**src/rtl/ps2_scancode_decoder.sv**
```systemverilog
// PS/2 scan-code decoder: turns the raw byte stream from the PS/2 receiver into
// make/break key events (with E0-extended flag), tracks the four arrow keys and
// emits a one-cycle direction strobe on each arrow press.
//
// Build option: define PS2_TYPEMATIC_FILTER_EN to suppress dir_valid on
// typematic repeats of an arrow key that is already held.
module ps2_scancode_decoder #(
    parameter int unsigned TIMEOUT_CYCLES = 100000,
    parameter logic [7:0]  UP_CODE        = 8'h75,
    parameter logic [7:0]  DOWN_CODE      = 8'h72,
    parameter logic [7:0]  LEFT_CODE      = 8'h6B,
    parameter logic [7:0]  RIGHT_CODE     = 8'h74
) (
    input  logic       CLOCK_50,
    input  logic       resetn,
    input  logic [7:0] rx_data,
    input  logic       rx_valid,
    output logic       key_valid,
    output logic [7:0] key_code,
    output logic       key_extended,
    output logic       key_break,
    output logic [3:0] arrow_held,
    output logic       dir_valid,
    output logic [1:0] dir,
    output logic       seq_error
);

    localparam int unsigned   CntW       = $clog2(TIMEOUT_CYCLES) + 1;
    localparam logic [CntW-1:0] TimeoutMax = CntW'(TIMEOUT_CYCLES - 1);

    localparam logic [7:0] PrefixExt = 8'hE0;
    localparam logic [7:0] PrefixBrk = 8'hF0;

    typedef enum logic [1:0] {
        StIdle,
        StExt,
        StBrk,
        StExtBrk
    } state_e;

    state_e          state_q, state_d;
    logic [CntW-1:0] cnt_q, cnt_d;

    logic            byte_discard;
    logic            byte_accept;
    logic            emit;
    logic            emit_ext;
    logic            emit_brk;
    logic            err;

    logic            dir_hit;
    logic [1:0]      dir_idx;
    logic [3:0]      dir_mask;
    logic            is_arrow;
    logic            dir_fire;

    logic            key_valid_q, key_valid_d;
    logic [7:0]      key_code_q, key_code_d;
    logic            key_ext_q, key_ext_d;
    logic            key_brk_q, key_brk_d;
    logic [3:0]      arrow_q, arrow_d;
    logic            dir_valid_q, dir_valid_d;
    logic [1:0]      dir_q, dir_d;
    logic            seq_err_q, seq_err_d;

    // Controller status / ack / BAT bytes carry no key information.
    always_comb begin
        byte_discard = 1'b0;
        case (rx_data)
            8'h00, 8'hAA, 8'hE1, 8'hEE, 8'hFA, 8'hFC, 8'hFE, 8'hFF: byte_discard = 1'b1;
            default: byte_discard = 1'b0;
        endcase
    end

    assign byte_accept = rx_valid & ~byte_discard;

    // Prefix FSM next state, timeout counter and event/error decode.
    always_comb begin
        state_d  = state_q;
        cnt_d    = cnt_q;
        emit     = 1'b0;
        emit_ext = 1'b0;
        emit_brk = 1'b0;
        err      = 1'b0;

        if (byte_accept) begin
            // An accepted byte always wins over a coincident timeout.
            cnt_d = '0;
            unique case (state_q)
                StIdle: begin
                    if (rx_data == PrefixExt) begin
                        state_d = StExt;
                    end else if (rx_data == PrefixBrk) begin
                        state_d = StBrk;
                    end else begin
                        emit = 1'b1;
                    end
                end
                StExt: begin
                    if (rx_data == PrefixExt) begin
                        err     = 1'b1;
                        state_d = StExt;
                    end else if (rx_data == PrefixBrk) begin
                        state_d = StExtBrk;
                    end else begin
                        emit     = 1'b1;
                        emit_ext = 1'b1;
                        state_d  = StIdle;
                    end
                end
                StBrk, StExtBrk: begin
                    // A repeated prefix restarts the sequence as if seen from idle.
                    if (rx_data == PrefixExt) begin
                        err     = 1'b1;
                        state_d = StExt;
                    end else if (rx_data == PrefixBrk) begin
                        err     = 1'b1;
                        state_d = StBrk;
                    end else begin
                        emit     = 1'b1;
                        emit_ext = (state_q == StExtBrk);
                        emit_brk = 1'b1;
                        state_d  = StIdle;
                    end
                end
                default: state_d = StIdle;
            endcase
        end else if (state_q != StIdle) begin
            if (cnt_q == TimeoutMax) begin
                err     = 1'b1;
                state_d = StIdle;
                cnt_d   = '0;
            end else begin
                cnt_d = cnt_q + CntW'(1);
            end
        end
    end

    // Prefix FSM state and timeout counter registers.
    always_ff @(posedge CLOCK_50 or negedge resetn) begin
        if (!resetn) begin
            state_q <= StIdle;
            cnt_q   <= '0;
        end else begin
            state_q <= state_d;
            cnt_q   <= cnt_d;
        end
    end

    // Map the current byte onto an arrow index (only meaningful for extended codes).
    always_comb begin
        dir_hit = 1'b1;
        dir_idx = 2'd0;
        if (rx_data == UP_CODE) begin
            dir_idx = 2'd0;
        end else if (rx_data == DOWN_CODE) begin
            dir_idx = 2'd1;
        end else if (rx_data == LEFT_CODE) begin
            dir_idx = 2'd2;
        end else if (rx_data == RIGHT_CODE) begin
            dir_idx = 2'd3;
        end else begin
            dir_hit = 1'b0;
        end
    end

    assign dir_mask = 4'b0001 << dir_idx;
    assign is_arrow = emit & emit_ext & dir_hit;

`ifdef PS2_TYPEMATIC_FILTER_EN
    // Auto-repeat of an already-held arrow must not re-trigger a move.
    assign dir_fire = is_arrow & ~emit_brk & ~|(arrow_q & dir_mask);
`else
    assign dir_fire = is_arrow & ~emit_brk;
`endif

    // Next values of the registered event outputs.
    always_comb begin
        key_valid_d = emit;
        key_code_d  = key_code_q;
        key_ext_d   = key_ext_q;
        key_brk_d   = key_brk_q;
        arrow_d     = arrow_q;
        dir_valid_d = dir_fire;
        dir_d       = dir_q;
        seq_err_d   = err;

        if (emit) begin
            key_code_d = rx_data;
            key_ext_d  = emit_ext;
            key_brk_d  = emit_brk;
        end
        if (is_arrow) begin
            arrow_d = emit_brk ? (arrow_q & ~dir_mask) : (arrow_q | dir_mask);
        end
        if (dir_fire) begin
            dir_d = dir_idx;
        end
    end

    // Output registers; all outputs clear on reset.
    always_ff @(posedge CLOCK_50 or negedge resetn) begin
        if (!resetn) begin
            key_valid_q <= 1'b0;
            key_code_q  <= 8'h00;
            key_ext_q   <= 1'b0;
            key_brk_q   <= 1'b0;
            arrow_q     <= 4'b0000;
            dir_valid_q <= 1'b0;
            dir_q       <= 2'b00;
            seq_err_q   <= 1'b0;
        end else begin
            key_valid_q <= key_valid_d;
            key_code_q  <= key_code_d;
            key_ext_q   <= key_ext_d;
            key_brk_q   <= key_brk_d;
            arrow_q     <= arrow_d;
            dir_valid_q <= dir_valid_d;
            dir_q       <= dir_d;
            seq_err_q   <= seq_err_d;
        end
    end

    assign key_valid    = key_valid_q;
    assign key_code     = key_code_q;
    assign key_extended = key_ext_q;
    assign key_break    = key_brk_q;
    assign arrow_held   = arrow_q;
    assign dir_valid    = dir_valid_q;
    assign dir          = dir_q;
    assign seq_error    = seq_err_q;

endmodule

```
**config.mk**
```make
export PLATFORM = sky130hd
export DESIGN_NAME = ps2_scancode_decoder
export DESIGN_NICKNAME = d
export VERILOG_FILES = /design/src/rtl/ps2_scancode_decoder.sv
export SDC_FILE = /design/constraint.sdc
export NUM_CORES = 1
export LEC_CHECK = 0
export BUFFER_PORTS_ARGS = -buffer_cell sky130_fd_sc_hd__buf_2
export CORE_ASPECT_RATIO = 0.5
export CORE_UTILIZATION = 35
export CTS_BUF_LIST = sky130_fd_sc_hd__clkbuf_4
export DETAILED_ROUTE_END_ITERATION = 8
export GPL_TIMING_DRIVEN = 0
export PLACE_DENSITY_LB_ADDON = 0.25
export SETUP_SLACK_MARGIN = 0.2
export SLEW_MARGIN = 15
export SYNTH_ARGS = -nofsm -noshare
export SYNTH_HDL_FRONTEND = slang
export SYNTH_SLANG_ARGS = --single-unit
```
**constraint.sdc**
```tcl
create_clock -name CLOCK_50 -period 2.27 [get_ports CLOCK_50]
set_clock_uncertainty 0.15 [all_clocks]
set_input_delay 0.681 -clock CLOCK_50 [delete_from_list [all_inputs] [get_ports CLOCK_50]]
set_output_delay 0.681 -clock CLOCK_50 [all_outputs]
set_load 0.01 [all_outputs]
```
==> Word level (Yosys, flattened, before mapping) <==
Cells that the tools add are included.
{ "word_totals": {"register_bits": 39, "output_inout_bits": 19, "word_cells": 88} }
{ "classes": {"addsub": 1, "n_bitwise": 9, "n_eq_ne": 18, "n_mux": 40, "shift": 1, "n_reduce_logical": 9} }
{ "ops": {"columns": ["cell", "count"], "rows": [
  ["8-bit equality test, second input constant", 9],
  ["18-bit 2-to-1 mux", 3],
  ["8-bit by 7-bit equality test with 1-bit output, second input constant", 4],
  ["2-bit 2-to-1 mux", 13],
  ["1-bit 2-to-1 mux", 20],
  ["18-bit by 1-bit adder with 18-bit output, second input constant", 1],
  ["18-bit by 17-bit equality test with 1-bit output, second input constant", 1],
  ["8-bit zero test", 1],
  ["8-bit OR reduction", 1],
  ["2-bit case mux with 3 select lines", 1],
  ["2-bit nonzero test", 3],
  ["1-bit AND", 4],
  ["4-bit AND", 1],
  ["2-bit equality test, second input constant", 2],
  ["4-bit 2-to-1 mux", 1],
  ["4-bit inequality test, second input constant", 1],
  ["4-bit NOT", 1],
  ["4-bit bitwise OR", 1],
  ["1-bit case mux with 2 select lines", 2],
  ["4-bit OR reduction", 1],
  ["1-bit by 2-bit << shifter with 4-bit output, first input constant", 1],
  ["3-bit AND reduction", 1],
  ["2-bit by 1-bit equality test with 1-bit output, second input constant", 1],
  ["2-bit zero test", 1],
  ["2 further kinds", 3]
]} }

==> Logic depth before layout (Yosys ltp) <==
{ "depth": {"depth_word": 9, "ltp_mapped": 7, "ltp_nobuf": 6} }

==> Least setup slack after synthesis <==
No wires, ideal clock.
{ "synth_timing": {"path_kind": "input -> register", "from": "input port rx_data[2]", "to": "register key_code_q[2], in the netlist key_code[2]", "setup_time_ps": 128, "path_stages": 7, "t_arrival_ps": 2014, "path_buffers": 2, "t_required_ps": 1992, "setup_slack_ps": -22, "path_cell_list": "clkbuf_1 -> nand4b_1 -> o311ai_1 -> o21a_2 -> nor3b_4 -> buf_8 -> mux2_1"} }
{ "synth_between": {"elab_chain_len": 6, "elab_cells_between_ends": 18, "classes_between": "9 x eq/ne; 5 x mux; 2 x bitwise; 2 x reduce/logical"} }
{ "synth_rtl": {"columns": ["element", "line", "text"], "rows": [
  ["from (decl)", "16", "input logic [7:0] rx_data,"],
  ["8-bit equality test or 8-bit zero test (tied branches)", "69", "case (rx_data)"],
  ["8-bit OR reduction", "69", null],
  ["1-bit 2-to-1 mux", "69", null],
  ["1-bit NOT", "75", "assign byte_accept = rx_valid & ~byte_discard;"],
  ["1-bit AND", "75", null],
  ["1-bit 2-to-1 mux *", "86", "if (byte_accept) begin"],
  ["via emit", "46", "logic emit;"],
  ["to (signal assigned)", "214", "key_code_q <= key_code_d;"],
  ["to (decl)", "58", "logic [7:0] key_code_q, key_code_d;"]
]} }
The timed path passes the listed nets; every way through them passes the cells marked *. The select of a mux whose other input is x is not followed.
A chain may end at the register's enable or synchronous reset.

==> Worst setup path after layout <==
{ "layout_timing": {"from": "input port rx_data[7]", "to": "register key_code_q[4], in the netlist key_code[4]"} }
{ "layout_between": {"elab_chain_len": 6, "elab_cells_between_ends": 18, "classes_between": "9 x eq/ne; 5 x mux; 2 x bitwise; 2 x reduce/logical"} }
{ "layout_rtl": {"columns": ["element", "line"], "rows": [
  ["8-bit equality test or 8-bit zero test (tied branches)", "69"],
  ["8-bit OR reduction", "69"],
  ["1-bit 2-to-1 mux", "69"],
  ["1-bit NOT", "75"],
  ["1-bit AND", "75"],
  ["1-bit 2-to-1 mux *", "86"]
]} }
Every way passes the cells marked *; elsewhere a longest branch is shown, timed or not. The select of a mux whose other input is x is not followed.

==> flow_summary_export.csv <==
group,metric,value,unit
detailed_routing,ant_nets,0,
global_route,grt_pass1_vias,1552,
synthesis,ys_types,47,
timing,finalMaxSlewViolations,0,
synthesis,syn_nets,208,
floorplan,die_area,6110,um^2
synthesis,synth_edf_count,0,
outcome,outcome,"finished clean",
layout,areaGrowthSynthToFinish,27.3,%
timing,rsz0062_at_grt,"yes",
clock_tree,worstSkewPairLatency,0.36,ns
synthesis,netlist_area,2020,um^2
detailed_routing,routed_wl,4.45,mm
power,p_switching,0.000339,W
power,p_leak,1.14,nW
synthesis,synth.avg_cell_area,10.3,um^2
floorplan,die_w,110,um
place,dp_cells,297,
detailed_routing,vias_per_cell,5.10,
power,pwr-share-clk,28.4,%
timing,fmax,478,MHz
timing,finalCritPeriodShare,92.1,%
detailed_routing,post-route-drc-count,0,
floorplan,fp.coreArea,5520,um^2
timing,worst_pin_slew,0.858,ns
worst_setup_path,worst_setup_path_end_kind,"register",
timing,final-setup-viol-count,0,
power,peakVddDrop,245,uV
job,drv_cap,0,
power,combPwrFrac,14.1,%
detailed_routing,num_vias,1631,
place,port_buffers,28,
clock_tree,cts_hold_buf,0,
detailed_routing,detail_route.iter0.violations,86,
floorplan,num_rows,19,
worst_setup_path,critPathLaunchType,"input port",
global_route,globalRouteOverflowTotal,0,
synthesis,ys_seq_area_share,48.2,%
place,gp_congestion,0.821,
worst_setup_path,crit_type,"in2reg",
power,power,0.00125,W
global_route,track_usage,15.7,%
worst_setup_path,cp_data_arrival_time,2.20,ns
clock_tree,cts_tree,"built",
layout,finish.net_count,258,
power,swShare,27.0,%
power,internal_power,0.000915,W
floorplan,initial_core_util,36.7,%
synthesis,netlist_instances,196,
power,pwr-share-seq,57.5,%
synthesis,synth_flop_cell,"dfrtp_1",
clock_tree,cts_made_buffers,5,
worst_hold_path,hp-class,"in2async",
clock_tree,cts_sinks,39,
global_route,grt_max_degree,40,
layout,drive_above_1_share,32.0,%
clock_tree,cts_max_level,2,
worst_setup_path,crit_required,2.38,ns
timing,period_minus_slack,2.09,ns
clock_tree,clkTransAtPathRegs,0.13,ns
synthesis,ys_ff_latch,39,
detailed_routing,avgRoutedWirePerCell,13.9,um
detailed_routing,detail_route.first_pass.iterations,4,
timing,max-slew-margin-rel,42.8,%
worst_setup_path,worstPathMaxFanout,5,
floorplan,ios,30,
timing,finalHoldViolations,0,
layout,instances_no_fill,320,
power,power.density,487,nW/um^2
synthesis,yosys_warnings,0,
floorplan,die_y,55.8,um
layout,n_antenna_cell,0,
place,dp_hpwl,2.97,mm
global_route,antenna_found_initial,0,
clock_tree,cts_buffer_depth,2,
layout,utilization,46.7,%
global_route,grt_pass1_wl,7.45,mm
clock_tree,root_buffer,"clkbuf_4",
synthesis,synthArstFlopShare,100,%
==> through the flow <==
stage,setup TNS [ns],worst slack [ns],hold slack [ns],cell area (um^2)
final,0,0.179,0.263,2580
after global routing,0,0.143,0.320,2580
after CTS,0,0.191,0.305,2440
after detailed placement,-4.67,-0.260,0.325,2330
after global placement,-4.03,-0.252,0.316,2330
after floorplan,0,0.0297,0.235,2100
==> area by class of cell <==
class	instances	area [um^2]
Buffer	8	113
Clock buffer	5	37.5
Clock inverter	3	15.0
Fill cell	524	2940
Inverter	3	11.3
Multi-Input combinational cell	146	1040
Sequential cell	39	976
Tap cell	73	91.3
Timing Repair Buffer	43	297
==> synth_stat cells, types with 2 or more instances <==
cell	count	share of area (%)
a21oi_1	5	1.2
and3_1	2	0.62
buf_2	4	0.99
clkbuf_1	2	0.37
dfrtp_1	39	48
inv_1	3	0.56
mux2_1	13	7.2
nand2_1	16	3.0
nand3_1	8	2.0
nand4_1	12	3.7
nand4b_1	2	0.87
nor2_1	24	4.5
nor2b_1	4	1.2
nor3_1	5	1.2
nor4_1	4	1.2
o21a_2	2	0.87
o21ai_0	5	1.2
o21ai_1	3	0.74
or3_1	2	0.62
xnor2_1	6	2.6
xor2_1	9	3.9
==> power by group through the flow <==
stage          combinational [W]  sequential (W)  clock [W]
4_1_cts                 0.000155        0.000722   0.000365
3_5_place_dp            0.000151        0.000735          0
5_1_grt                 0.000193        0.000724   0.000405
3_3_place_gp            0.000149        0.000734          0
6_report                0.000177        0.000721   0.000356
2_1_floorplan          0.0000826        0.000743          0
==> worst max-delay path, cell delays in order <==
cell and delay (ns):
buf_2 0.12, and4_1 0.19, o21ai_2 0.22, nand2_4 0.13, nor3b_4 0.34, clkbuf_16 0.22
mux2_4 0.29
==> timing repair <==
item                                    4_1_cts  5_1_grt
cloned                                        0        1
setup buffers                                 5        9
pin swaps                                     4        7
endpoints found under the setup margin       20       18
gates resized for setup                       5       10
==> cell usage in the layout, fill, tap and decap left out, drive strengths merged, types with 2 or more instances in the layout <==
cell | Yosys | routed
nor3 | 5 | 5
o21a | 3 | 3
nor2 | 26 | 26
nand2 | 17 | 17
nor3b | 2 | 2
a21oi | 5 | 5
mux2 | 13 | 13
nor2b | 4 | 4
xor2 | 9 | 9
clkbuf | 3 | 9
clkinv | 0 | 2
inv | 3 | 3
buf | 5 | 47
o21ai | 9 | 9
nor4 | 5 | 5
xnor2 | 6 | 6
and3 | 3 | 3
dfrtp | 39 | 39
nand4b | 2 | 2
or3 | 2 | 2
nand3 | 8 | 8
nand4 | 12 | 12
==> cell families (layout without fill, tap and decap cells) <==
group / count (synthesis) / after routing / share of synthesized area (%)
AO/OA/AOI/OAI: 24 / 24 / 8.71
XOR/XNOR: 15 / 15 / 6.49
adder cells (fa/ha/maj): 1 / 1 / 0.618
buffers and inverters: 11 / 62 / 3.34
flip-flops: 39 / 39 / 48.2
multiplexers: 13 / 13 / 7.23
AND/OR/NAND/NOR: 93 / 93 / 25.4
==> final timing paths <==
path,start,cells after the start,slack (ns),end
max,rx_data[7],7,0.18,key_code[4]
max reg2reg,cnt_q[5],5,0.25,seq_error
min in group CLOCK_50,dir[0],1,0.35,dir[0]
max in group asynchronous,resetn,1,1.16,cnt_q[9]
min reg2reg,dir[0],1,0.35,dir[0]
min,resetn,1,0.26,key_code[1]
==> layer usage <==
layer / wire length [um] / global-route usage (%)
met3: 170 / 3.51
met5: 0 / 0
met2: 2020 / 24.7
met4: 58 / 5.71
met1: 2200 / 21.3
Power figures use the tool's default switching activity.
